<file path="src/rtl/mc_control_unit.sv">
// Multicycle RISC-V control FSM: sequences fetch/decode/execute/memory/writeback for
// lw, sw, R-type, I-ALU, beq and jal; traps unsupported encodings and counts retired instructions.
module mc_control_unit #(
    parameter int unsigned CNT_W = 32
) (
    input  logic             clk,
    input  logic             rst,
    input  logic [6:0]       op,
    input  logic [2:0]       funct3,
    input  logic             funct7b5,
    input  logic             zero,
    input  logic             mem_ready,
    output logic             PCWrite,
    output logic             AdrSrc,
    output logic             MemWrite,
    output logic             IRWrite,
    output logic [1:0]       ResultSrc,
    output logic [1:0]       ALUSrcA,
    output logic [1:0]       ALUSrcB,
    output logic [1:0]       ImmSrc,
    output logic [2:0]       ALUControl,
    output logic             RegWrite,
    output logic             illegal,
    output logic [CNT_W-1:0] instret
);

    localparam int unsigned ST_W = 4;

    localparam logic [6:0] OP_LW   = 7'b0000011;
    localparam logic [6:0] OP_SW   = 7'b0100011;
    localparam logic [6:0] OP_R    = 7'b0110011;
    localparam logic [6:0] OP_I    = 7'b0010011;
    localparam logic [6:0] OP_BEQ  = 7'b1100011;
    localparam logic [6:0] OP_JAL  = 7'b1101111;

    localparam logic [2:0] ALU_ADD = 3'b000;
    localparam logic [2:0] ALU_SUB = 3'b001;
    localparam logic [2:0] ALU_AND = 3'b010;
    localparam logic [2:0] ALU_OR  = 3'b011;

    typedef enum logic [ST_W-1:0] {
        S_FETCH, S_DECODE, S_MEMADR, S_MEMREAD, S_MEMWB, S_MEMWRITE,
        S_EXECR, S_EXECI, S_ALUWB, S_BEQ, S_JAL, S_ILLEGAL
    } state_e;

    state_e     state_q, state_d;
    logic       funct_ok_c;
    logic [2:0] alu_funct_c;
    logic       pc_update_c, branch_c, ir_write_c, mem_write_c, reg_write_c;
    logic       retire_c;

    // State register
    always_ff @(posedge clk or negedge rst) begin
        if (!rst) state_q <= S_FETCH;
        else      state_q <= state_d;
    end

    assign funct_ok_c = (funct3 == 3'b000) || (funct3 == 3'b110) || (funct3 == 3'b111);

    // Next-state logic
    always_comb begin
        state_d = state_q;
        case (state_q)
            S_FETCH:    if (mem_ready) state_d = S_DECODE;
            S_DECODE: begin
                case (op)
                    OP_LW, OP_SW: state_d = S_MEMADR;
                    OP_R:         state_d = funct_ok_c ? S_EXECR : S_ILLEGAL;
                    OP_I:         state_d = funct_ok_c ? S_EXECI : S_ILLEGAL;
                    OP_BEQ:       state_d = (funct3 == 3'b000) ? S_BEQ : S_ILLEGAL;
                    OP_JAL:       state_d = S_JAL;
                    default:      state_d = S_ILLEGAL;
                endcase
            end
            S_MEMADR:   state_d = op[5] ? S_MEMWRITE : S_MEMREAD;
            S_MEMREAD:  if (mem_ready) state_d = S_MEMWB;
            S_MEMWB:    state_d = S_FETCH;
            S_MEMWRITE: if (mem_ready) state_d = S_FETCH;
            S_EXECR:    state_d = S_ALUWB;
            S_EXECI:    state_d = S_ALUWB;
            S_ALUWB:    state_d = S_FETCH;
            S_BEQ:      state_d = S_FETCH;
            S_JAL:      state_d = S_ALUWB;
            S_ILLEGAL:  state_d = S_ILLEGAL;
            default:    state_d = S_FETCH;
        endcase
    end

    // ALU operation selected by funct fields for R/I execute
    always_comb begin
        alu_funct_c = ALU_ADD;
        case (funct3)
            3'b000:  alu_funct_c = (op[5] && funct7b5) ? ALU_SUB : ALU_ADD;
            3'b110:  alu_funct_c = ALU_OR;
            3'b111:  alu_funct_c = ALU_AND;
            default: alu_funct_c = ALU_ADD;
        endcase
    end

    // Output decode from state
    always_comb begin
        pc_update_c = 1'b0;
        branch_c    = 1'b0;
        ir_write_c  = 1'b0;
        mem_write_c = 1'b0;
        reg_write_c = 1'b0;
        AdrSrc      = 1'b0;
        ResultSrc   = 2'b00;
        ALUSrcA     = 2'b00;
        ALUSrcB     = 2'b00;
        ALUControl  = ALU_ADD;
        illegal     = 1'b0;
        case (state_q)
            S_FETCH: begin
                ALUSrcB     = 2'b10;
                ResultSrc   = 2'b10;
                ir_write_c  = mem_ready;
                pc_update_c = mem_ready;
            end
            S_DECODE: begin
                ALUSrcA = 2'b01;
                ALUSrcB = 2'b01;
            end
            S_MEMADR: begin
                ALUSrcA = 2'b10;
                ALUSrcB = 2'b01;
            end
            S_MEMREAD:  AdrSrc = 1'b1;
            S_MEMWB: begin
                ResultSrc   = 2'b01;
                reg_write_c = 1'b1;
            end
            S_MEMWRITE: begin
                AdrSrc      = 1'b1;
                mem_write_c = 1'b1;
            end
            S_EXECR: begin
                ALUSrcA    = 2'b10;
                ALUControl = alu_funct_c;
            end
            S_EXECI: begin
                ALUSrcA    = 2'b10;
                ALUSrcB    = 2'b01;
                ALUControl = alu_funct_c;
            end
            S_ALUWB:    reg_write_c = 1'b1;
            S_BEQ: begin
                ALUSrcA    = 2'b10;
                ALUControl = ALU_SUB;
                branch_c   = 1'b1;
            end
            S_JAL: begin
                ALUSrcA     = 2'b01;
                ALUSrcB     = 2'b10;
                pc_update_c = 1'b1;
            end
            S_ILLEGAL:  illegal = 1'b1;
            default: ;
        endcase
    end

    always_comb begin
        case (op)
            OP_LW, OP_I: ImmSrc = 2'b00;
            OP_SW:       ImmSrc = 2'b01;
            OP_BEQ:      ImmSrc = 2'b10;
            OP_JAL:      ImmSrc = 2'b11;
            default:     ImmSrc = 2'b00;
        endcase
    end

    // Enables are gated by reset so an abandoned instruction never writes
    assign PCWrite  = rst & (pc_update_c | (branch_c & zero));
    assign IRWrite  = rst & ir_write_c;
    assign MemWrite = rst & mem_write_c;
    assign RegWrite = rst & reg_write_c;

    assign retire_c = (state_d == S_FETCH) &&
                      ((state_q == S_MEMWB) || (state_q == S_MEMWRITE) ||
                       (state_q == S_ALUWB) || (state_q == S_BEQ));

    // Retired-instruction counter, wraps naturally
    always_ff @(posedge clk or negedge rst) begin
        if (!rst)          instret <= '0;
        else if (retire_c) instret <= instret + CNT_W'(1);
    end

endmodule

</file>
<file path="config.mk">
export PLATFORM = sky130hd
export DESIGN_NAME = mc_control_unit
export DESIGN_NICKNAME = d
export VERILOG_FILES = /design/src/rtl/mc_control_unit.sv
export SDC_FILE = /design/constraint.sdc
export NUM_CORES = 1
export LEC_CHECK = 0
export ABC_CLOCK_PERIOD_IN_PS = 2500
export CAP_MARGIN = 20
export CORE_ASPECT_RATIO = 1.2
export CORE_UTILIZATION = 41
export CTS_BUF_LIST = sky130_fd_sc_hd__clkbuf_16
export DETAILED_ROUTE_END_ITERATION = 10
export GPL_ROUTABILITY_DRIVEN = 0
export MAX_ROUTING_LAYER = met4
export PLACE_DENSITY = 0.71
export RECOVER_POWER = 100
export SLEW_MARGIN = 20
export SYNTH_ARGS = -nofsm -noshare
export SYNTH_HDL_FRONTEND = slang
export SYNTH_SLANG_ARGS = --single-unit
</file>
<file path="constraint.sdc">
create_clock -name clk -period 2.5 [get_ports clk]
set_input_delay 0.25 -clock clk [delete_from_list [all_inputs] [get_ports clk]]
set_output_delay 0.25 -clock clk [all_outputs]
set_load 0.1 [all_outputs]
</file>
==> results of run 1 <==
[report_power, final]
group	total, mW	switching, mW	internal [mW]	leakage (nW)
clock	0.691	0.228	0.463	0.0789
combinational	2.07	1.52	0.545	0.784
sequential	0.791	0.136	0.656	0.477
[placed cells by master (no fill, tap or decap), drive strengths merged, types with 3 or more instances in the layout]
cell / instances
clkbuf: 49
dfrtp: 36
nand2: 23
xor2: 22
nor2: 18
nand3: 15
buf: 14
xnor2: 12
nor3: 12
nand4: 12
clkdlybuf4s50: 11
nor4: 11
a21oi: 8
and3: 8
nand2b: 7
nor2b: 6
inv: 5
or3: 3
dlygate4sd3: 3
o31ai: 3
nor4b: 3
[stage by stage]
stage	hold slack, ns	instance area, sq um	TNS (ns)	cells	power, mW
4_1_cts	0.4215	3147	0	362	3.701
6_report	0.4170	2902	0	362	3.552
2_1_floorplan	-0.04559	2231	-0.2706	231	2.430
3_3_place_gp	0.1806	2974	0	353	2.983
3_5_place_dp	0.1830	2974	0	353	3.002
5_1_grt	0.4449	2902	0	362	3.723
[layer usage]
layer	GRT usage, %	up-vias	wire length, microns
met5	-	-	0
met1	26.78	961	2313
met2	35.10	53	2775
met3	3.472	6	220
met4	8.980	0	72
li1	-	959	-
[flip-flops by register name, summed over array words and instances (netlist names)]
register	flops
instret	32
state_q	4
[layout make-up]
cell class | instances | area [sq um]
Sequential cell | 36 | 900.9
Fill cell | 506 | 2143
Multi-Input combinational cell | 181 | 1226
Inverter | 5 | 18.77
Clock inverter | 3 | 37.54
Clock buffer | 5 | 125.1
Timing Repair Buffer | 72 | 518.0
Tap cell | 60 | 75.07
[repair_timing]
item / CTS / global route
resized for setup: 0 / 0
hold buffers: 1 / 0
endpoints found under the hold margin: 12 / 0
[final timing paths]
path / start / depth (start not counted) / to / slack (ns)
min in group clk: instret[31]$_DFFE_PN0P_ / 1 / instret[31]$_DFFE_PN0P_ / 0.47
hold reg to reg: instret[31]$_DFFE_PN0P_ / 1 / instret[31]$_DFFE_PN0P_ / 0.47
setup / recovery: op[2] / 6 / instret[20]$_DFFE_PN0P_ / 0.28
max in group asynchronous: rst / 3 / instret[26]$_DFFE_PN0P_ / 1.07
hold / removal: rst / 2 / instret[1]$_DFFE_PN0P_ / 0.42
setup reg to reg: state_q[3]$_DFF_PN0_ / 5 / instret[28]$_DFFE_PN0P_ / 0.41
[logic make-up after synthesis]
kind of cell	count (synthesis)	synth area share [%]
xor+xnor	34	13.60
fa+ha+maj	1	0.5713
flops	36	41.14
simple gates	125	34.57
buf+inv	14	3.486
mux	2	0.9714
other cells	1	0.1713
compound gates	18	5.486
==> metrics.cfg, run 1 <==
[routing]
postRouteAntennaNets = 0
vias = 1979
vias_per_cell = 5.467
drc = 0
drt_iter0_markers = 103
routed_wl_microns = 5382
avgRoutedWirePerCell_microns = 14.87
first_pass_iters = 4

[cts]
clock-sinks = 36
cts_buffer_depth = 2
clk_latency_ns = 0.27
path_clk_slew_ns = 0.05
cts_root_buf = clkbuf_16
cts_tree = yes
numCtsBuffers = 5
post_cts_buffers = 0
h-tree-depth = 2

[global_routing]
grt_max_degree = 18
grt_use_total_pct = 21.75
overflow = 0
antenna_found_initial = 0
grt_pass1_wl_microns = 8811
grt_pass1_vias = 1878

[worst_setup_path]
cpPeakStageDelay_ns = 0.55
crit_slowest_cell = dlygate4sd3_1
required_ns = 2.70
worst-path-buf-inv = 1
timing.critical_path.max_delay_family = simple AND/OR/NAND/NOR gates
path_cells = dlygate4sd3_1, nand4bb_1, o31ai_1, nand4_2, nor4_1, xor2_1
crit_arrival_ns = 2.42
cp-end-kind = flip-flop
worstSetupPathType = in2reg
cp_max_fo = 10
worst_setup_path_start_kind = primary input

[synthesis]
synth-seq-area-share_pct = 41.14
syn-cell-area_sq_mm = 0.002190
yosys.area.top_type = dfrtp_1
avgSynthCellArea_sq_um = 9.479
yosys_register_bits = 36
synth_area_leaders = dfrtp_1, xor2_1, xnor2_1
postSynthNetCount = 247
ys_top_cells_by_count = dfrtp_1, nand2_1, xor2_1, nor2_1, nand3_1
synth_flop_cell = dfrtp_1
synth_most_common_cell = dfrtp_1
syn_inst = 231
synth.distinct_cells = 44
synthArstFlopShare_pct = 100.0
yosys_warnings = 0
yosysTopAreaCellShare_pct = 41.14
synth-edff-count = 0

[sta]
final-setup-viol-count = 0
final.setup_skew_ns = 0.001358
max_freq_mhz = 450.6
grt_setup_unrepaired = false
report.final.hold_viol_count = 0
tightest_slew_ns = 1.222
finalMaxSlewViolations = 0
slew_headroom_pct = 18.91
fin_crit_sh_pct = 88.77
setup_ws_ns = 0.2806
finalCriticalPeriod_ns = 2.219

[final_layout]
drive_above_1_share_pct = 15.23
num_antenna_cells = 0
fin_nets = 317
area_delta_synth_final_pct = 32.51
fin_util_pct = 57.51

[power]
leakagePower_nw = 1.339
ir_drop_mv = 0.9695
power.density_mw_per_mm2 = 1224

[die]
dieHeight_microns = 82.06
rows = 28
die_area_sq_mm = 0.005638
fp.dieW_microns = 68.71
fp.coreArea_sq_mm = 0.005045
ioPinCount = 64
start_util_pct = 43.40

[place]
detailedPlace.worstSlack_ns = 0.2248
dpl.hpwl_microns = 4029
port_buffers = 62

[run_status]
status = finished, final reports clean

[hold_path]
worstHoldPathType = in2async

[job]
max_cap_violations = 0

(Power assumes the default switching activity.)
==> inputs of run 2 (changes only) <==
--- a/config.mk
+++ b/config.mk
@@ -5,7 +5,7 @@
 export SDC_FILE = /design/constraint.sdc
 export NUM_CORES = 1
 export LEC_CHECK = 0
-export ABC_CLOCK_PERIOD_IN_PS = 2500
+export ABC_CLOCK_PERIOD_IN_PS = 2370
 export CAP_MARGIN = 20
 export CORE_ASPECT_RATIO = 1.2
 export CORE_UTILIZATION = 41
==> constraint.sdc (replaced) <==
create_clock -name clk -period 2.37 [get_ports clk]
set_input_delay 0.237 -clock clk [delete_from_list [all_inputs] [get_ports clk]]
set_output_delay 0.237 -clock clk [all_outputs]
set_load 0.1 [all_outputs]
==> metrics.cfg, run 2 (synthesis gave the netlist of run 1 again) <==
[run_status]
status = finished, final reports clean

[sta]
max_freq_mhz = 455.9
report.final.hold_viol_count = 0
final.setup_skew_ns = 0.004026
tns_ns = 0
slew_headroom_pct = 19.56
tightest_slew_ns = 1.212
finalCriticalPeriod_ns = 2.193
fin_crit_sh_pct = 92.55
finalMaxSlewViolations = 0
final-setup-viol-count = 0
grt_setup_unrepaired = false
setup_ws_ns = 0.1766

[worst_setup_path]
rr_startpoint = state_q[3]$_DFF_PN0_
reg2regPathDepth = 5
worstSetupPathType = reg2out
r2r_slack_ns = 0.19
worst_setup_path_start_kind = flip-flop
r2r_end = instret[30]$_DFFE_PN0P_
cp-end-kind = output port
required_ns = 2.13
crit_arrival_ns = 1.96
cp_max_fo = 15

[hold_path]
hold_path_depth = 1
worstHoldPathType = reg2reg
hold_path_end = instret[31]$_DFFE_PN0P_
min_from = instret[31]$_DFFE_PN0P_

[routing]
drt_iter0_markers = 70
first_pass_iters = 4
routed_wl_microns = 5401
drc = 0
vias_per_cell = 5.501
avgRoutedWirePerCell_microns = 14.88
postRouteAntennaNets = 0
vias = 1997

[die]
dieHeight_microns = 82.06
ioPinCount = 64
start_util_pct = 43.40
fp.coreArea_sq_mm = 0.005045
fp.dieW_microns = 68.71
die_area_sq_mm = 0.005638
rows = 28

[final_layout]
largest_register = instret
reg.largest.list = instret (32), state_q (4)
area_delta_synth_final_pct = 33.09
drive_above_1_share_pct = 17.49
num_antenna_cells = 0
final_common_cell = clkbuf_1
fin_nets = 318
largest_reg_flops = 32
layout_common_cells = clkbuf_1, dfrtp_1, nand2_1

[power]
power.net_switching_mw = 2.017
ir_drop_mv = 0.6726
swShare_pct = 54.55
p_int_mw = 1.681
power.density_mw_per_mm2 = 1269
p_comb_share_pct = 60.3
leakagePower_nw = 1.318
p_seq_share_pct = 23.0
power_frac_clock_pct = 16.8

[cts]
cts_root_buf = clkbuf_16
path_clk_slew_ns = 0.05
clk_latency_ns = 0.28
clock-sinks = 36
cts_buffer_depth = 2
cts_tree = yes
numCtsBuffers = 5
post_cts_buffers = 0
h-tree-depth = 2

[global_routing]
use_met2_pct = 37.35
grt_use_total_pct = 21.65
grt_use_met3_pct = 3.889
grt_use_met1_pct = 25.20
grt_pass1_vias = 1919
grt_pass1_wl_microns = 8783
busiest_layer = met2
grt_max_degree = 19
antenna_found_initial = 0
overflow = 0

[place]
detailedPlace.worstSlack_ns = 0.09503
dpl.hpwl_microns = 4106
port_buffers = 62

[job]
max_cap_violations = 0

==> run 2: cell types whose count changed in the layout (fill, tap and decap cells not counted), moves of 3 or more <==
cell,change
clkbuf_2,-3
dfrtp_2,+12
clkbuf_1,+3
dfrtp_1,-12
==> run 2: power groups by stage <==
stage                     clock network, mW  registers (mW)  logic, mW
after global routing                  0.656           0.870       2.35
after floorplan                           0            1.10       1.53
after global placement                    0           0.867       2.43
after detailed placement                  0           0.870       2.46
final                                 0.619           0.850       2.23
after CTS                             0.631           0.859       2.47
==> run 2: per-layer routing <==
layer	up-vias	part of all wire, %
met5	-	0
met4	0	0.96
met2	40	53
li1	962	-
met1	991	43
met3	4	3.7
==> run 2: what timing repair did <==
item,CTS,global route
hold buffers,1,0
hold endpoints to repair,6,0
gates resized for setup,0,0
==> run 2: stage by stage <==
step	utilization (%)	total power [mW]	hold slack [ns]	std cells	area (sq um)
finish	57.76	3.698	0.4711	363	2914
global route	57.76	3.877	0.4859	363	2914
CTS	63.74	3.959	0.3774	363	3216
detailed placement	60.74	3.334	0.1126	354	3064
global placement	60.74	3.295	0.1088	354	3064
floorplan	-	2.630	-0.05859	231	2276
==> run 2: cell type report <==
class                           count  area, sq um
Clock buffer                        5        125.1
Clock inverter                      3        16.27
Inverter                            5        18.77
Tap cell                           60        75.07
Fill cell                         519         2131
Multi-Input combinational cell    181         1240
Timing Repair Buffer               73        523.0
Sequential cell                    36        915.9
==> run 2: critical path, cell delays in order (launching register included) <==
cell	delay, ns
dfrtp_1	0.54
or3b_2	0.55
a21oi_1	0.16
a21oi_1	0.07
nor2_2	0.17
buf_12	0.19
==> run 2: worst max path at each step <==
stage / start / end / slack [ns] / cells after the start
final: state_q[3]$_DFF_PN0_ / PCWrite / 0.18 / 5
after global routing: state_q[3]$_DFF_PN0_ / instret[30]$_DFFE_PN0P_ / 0.05 / 5
after CTS: state_q[3]$_DFF_PN0_ / PCWrite / 0.13 / 5
after detailed placement: funct3[1] / instret[29]$_DFFE_PN0P_ / 0.1 / 6
after global placement: funct3[1] / instret[27]$_DFFE_PN0P_ / 0.17 / 6
after floorplan: state_q[1]$_DFF_PN0_ / ResultSrc[1] / -0.41 / 3
==> RTL edit: new RTL, settings of run 1 <==
Change the localparam `ST_W` from 4 to 5.
--- a/src/rtl/mc_control_unit.sv
+++ b/src/rtl/mc_control_unit.sv
@@ -24,7 +24,7 @@
     output logic [CNT_W-1:0] instret
 );
 
-    localparam int unsigned ST_W = 4;
+    localparam int unsigned ST_W = 5;
 
     localparam logic [6:0] OP_LW   = 7'b0000011;
     localparam logic [6:0] OP_SW   = 7'b0100011;
Function: same outputs for any inputs over 10 cycles, from zero or initial values and one cycle with rst low; that may be too few to reach the edited logic, so the function may still have changed.
==> RTL edit against run 1 <==
Count of clock-buffer cells in the layout stayed put. Area after synthesis is 5.4% lower. Register-to-register slack worse by 0.28 ns. Via count is 5.9% lower. Global-route usage is 0.67 points lower. Worst setup slack worse by 0.15 ns. Wire length is 4.1% lower. Sequential power is 1% higher. Critical path depth is 1 lower. Total power is 27% lower. Final area is 6.9% lower. Combinational power is 43% lower. Sequential cell count is 1 higher. Largest cell class unchanged.
==> RTL edit: results <==
[status]
run_status = complete, no violations

[logic_synthesis]
synth.distinct_cells = 43
synth_xor_area_share_pct = 13.5
synth_compound_area_share_pct = 7.07
synth.area.mux_share_pct = 1.57
syn_area_per_cell_um2 = 9.33
async_flop_share_pct = 100
synthAdderAreaFrac_pct = 0.604
synth_area_leaders = dfrtp_1 (45%), xnor2_1 (9.3%), xor2_1 (4.2%)
seq_area_frac_synth_pct = 44.7
synth_common_cells = dfrtp_1 (37), nand2_1 (22), xnor2_1 (22)

[finish]
drive_above_1_share_pct = 12.1
reg.largest.list = instret x32, state_q x5
num-nets-final = 305
fillers = 466
finalNonFillerCells = 348

[routing]
avgRoutedWirePerCell_um = 14.8
ant_nets = 0
via_per_inst = 5.35
drt-initial-drc-count = 125

[power]
vdd_ir_drop_max_v = 0.000686
leakage_nw = 1.16

[sta]
relSlewSlack_pct = 21.4
finClkSkew_ns = 0.00401

[worst_setup_path]
worstPathMaxFanout = 11
cpPeakStageDelay_ns = 0.57
crit_arrival_ns = 2.57
crit_slowest_cell = nor3b_2

[placement]
dpl_cell_area_um2 = 2810
hpwl_um = 3900
placed_cells = 339

[grt]
grt_pass1_wl_um = 8200
grt_max_degree = 32
track_usage_pct = 21.1
grt_pass1_vias = 1780

[cts]
cts_root_buffer = clkbuf_16
clk_pin_slew_worst_paths_ns = 0.06

[worst_hold_path]
hp-class = reg2reg
## RTL edit: cell types whose count changed after synthesis, sizes merged, moves of 3 or more
cell and delta:
nand2b -3, nor4 -8, nor4b -3, xnor2 +10
nand4 -3, o21ai +4, nor2 +3, xor2 -12
o31ai -3
## RTL edit: per-stage QoR
stage	setup slack (ns)	setup TNS, ns
global placement	0.424	0
global route	0.0358	0
finish	0.132	0
detailed placement	0.399	0
floorplan	-0.676	-2.10
CTS	0.0977	0
## RTL edit: path summary, 6_finish.rpt
kind,from,endpoint,slack (ns),cells past startpoint
worst max-delay path,state_q[1],instret[12],0.13,5
worst min-delay path,instret[31],instret[31],0.48,1
worst max register to register,state_q[1],instret[12],0.13,5
worst min register to register,instret[31],instret[31],0.48,1
max in group asynchronous,rst,instret[18],0.86,3
min in group asynchronous,rst,state_q[0],0.49,2
## RTL edit: layer usage
| layer | routed length, um | part of all wire, % | global-route usage [%] |
|---|---|---|---|
| met1 | 2150 | 42 | 23.6 |
| met2 | 2610 | 51 | 35.3 |
| met3 | 277 | 5.4 | 5.00 |
| met4 | 115 | 2.2 | 9.15 |
| met5 | 0 | 0 | - |
## RTL edit: timing repair
item                      4_1_cts  5_1_grt
resized for setup               0        0
hold endpoints to repair        6        0
hold buffers                    1        0
buffers inserted                0        0
## RTL edit: where the power goes
part | internal (mW) | switching (mW) | leakage (nW)
logic | 0.299 | 0.894 | 0.588
clock network | 0.365 | 0.245 | 0.0712
registers | 0.660 | 0.141 | 0.497
## RTL edit: final cells by class
type / instances / area, um2 / area share (%)
clock buffers: 5 / 125 / 4.63
flip-flops and latches: 37 / 926 / 34.3
clock inverters: 3 / 17.5 / 0.649
repair buffers: 67 / 442 / 16.4
inverters: 4 / 15.0 / 0.556
well taps: 58 / 72.6 / 2.69
multi-input cells: 174 / 1100 / 40.8
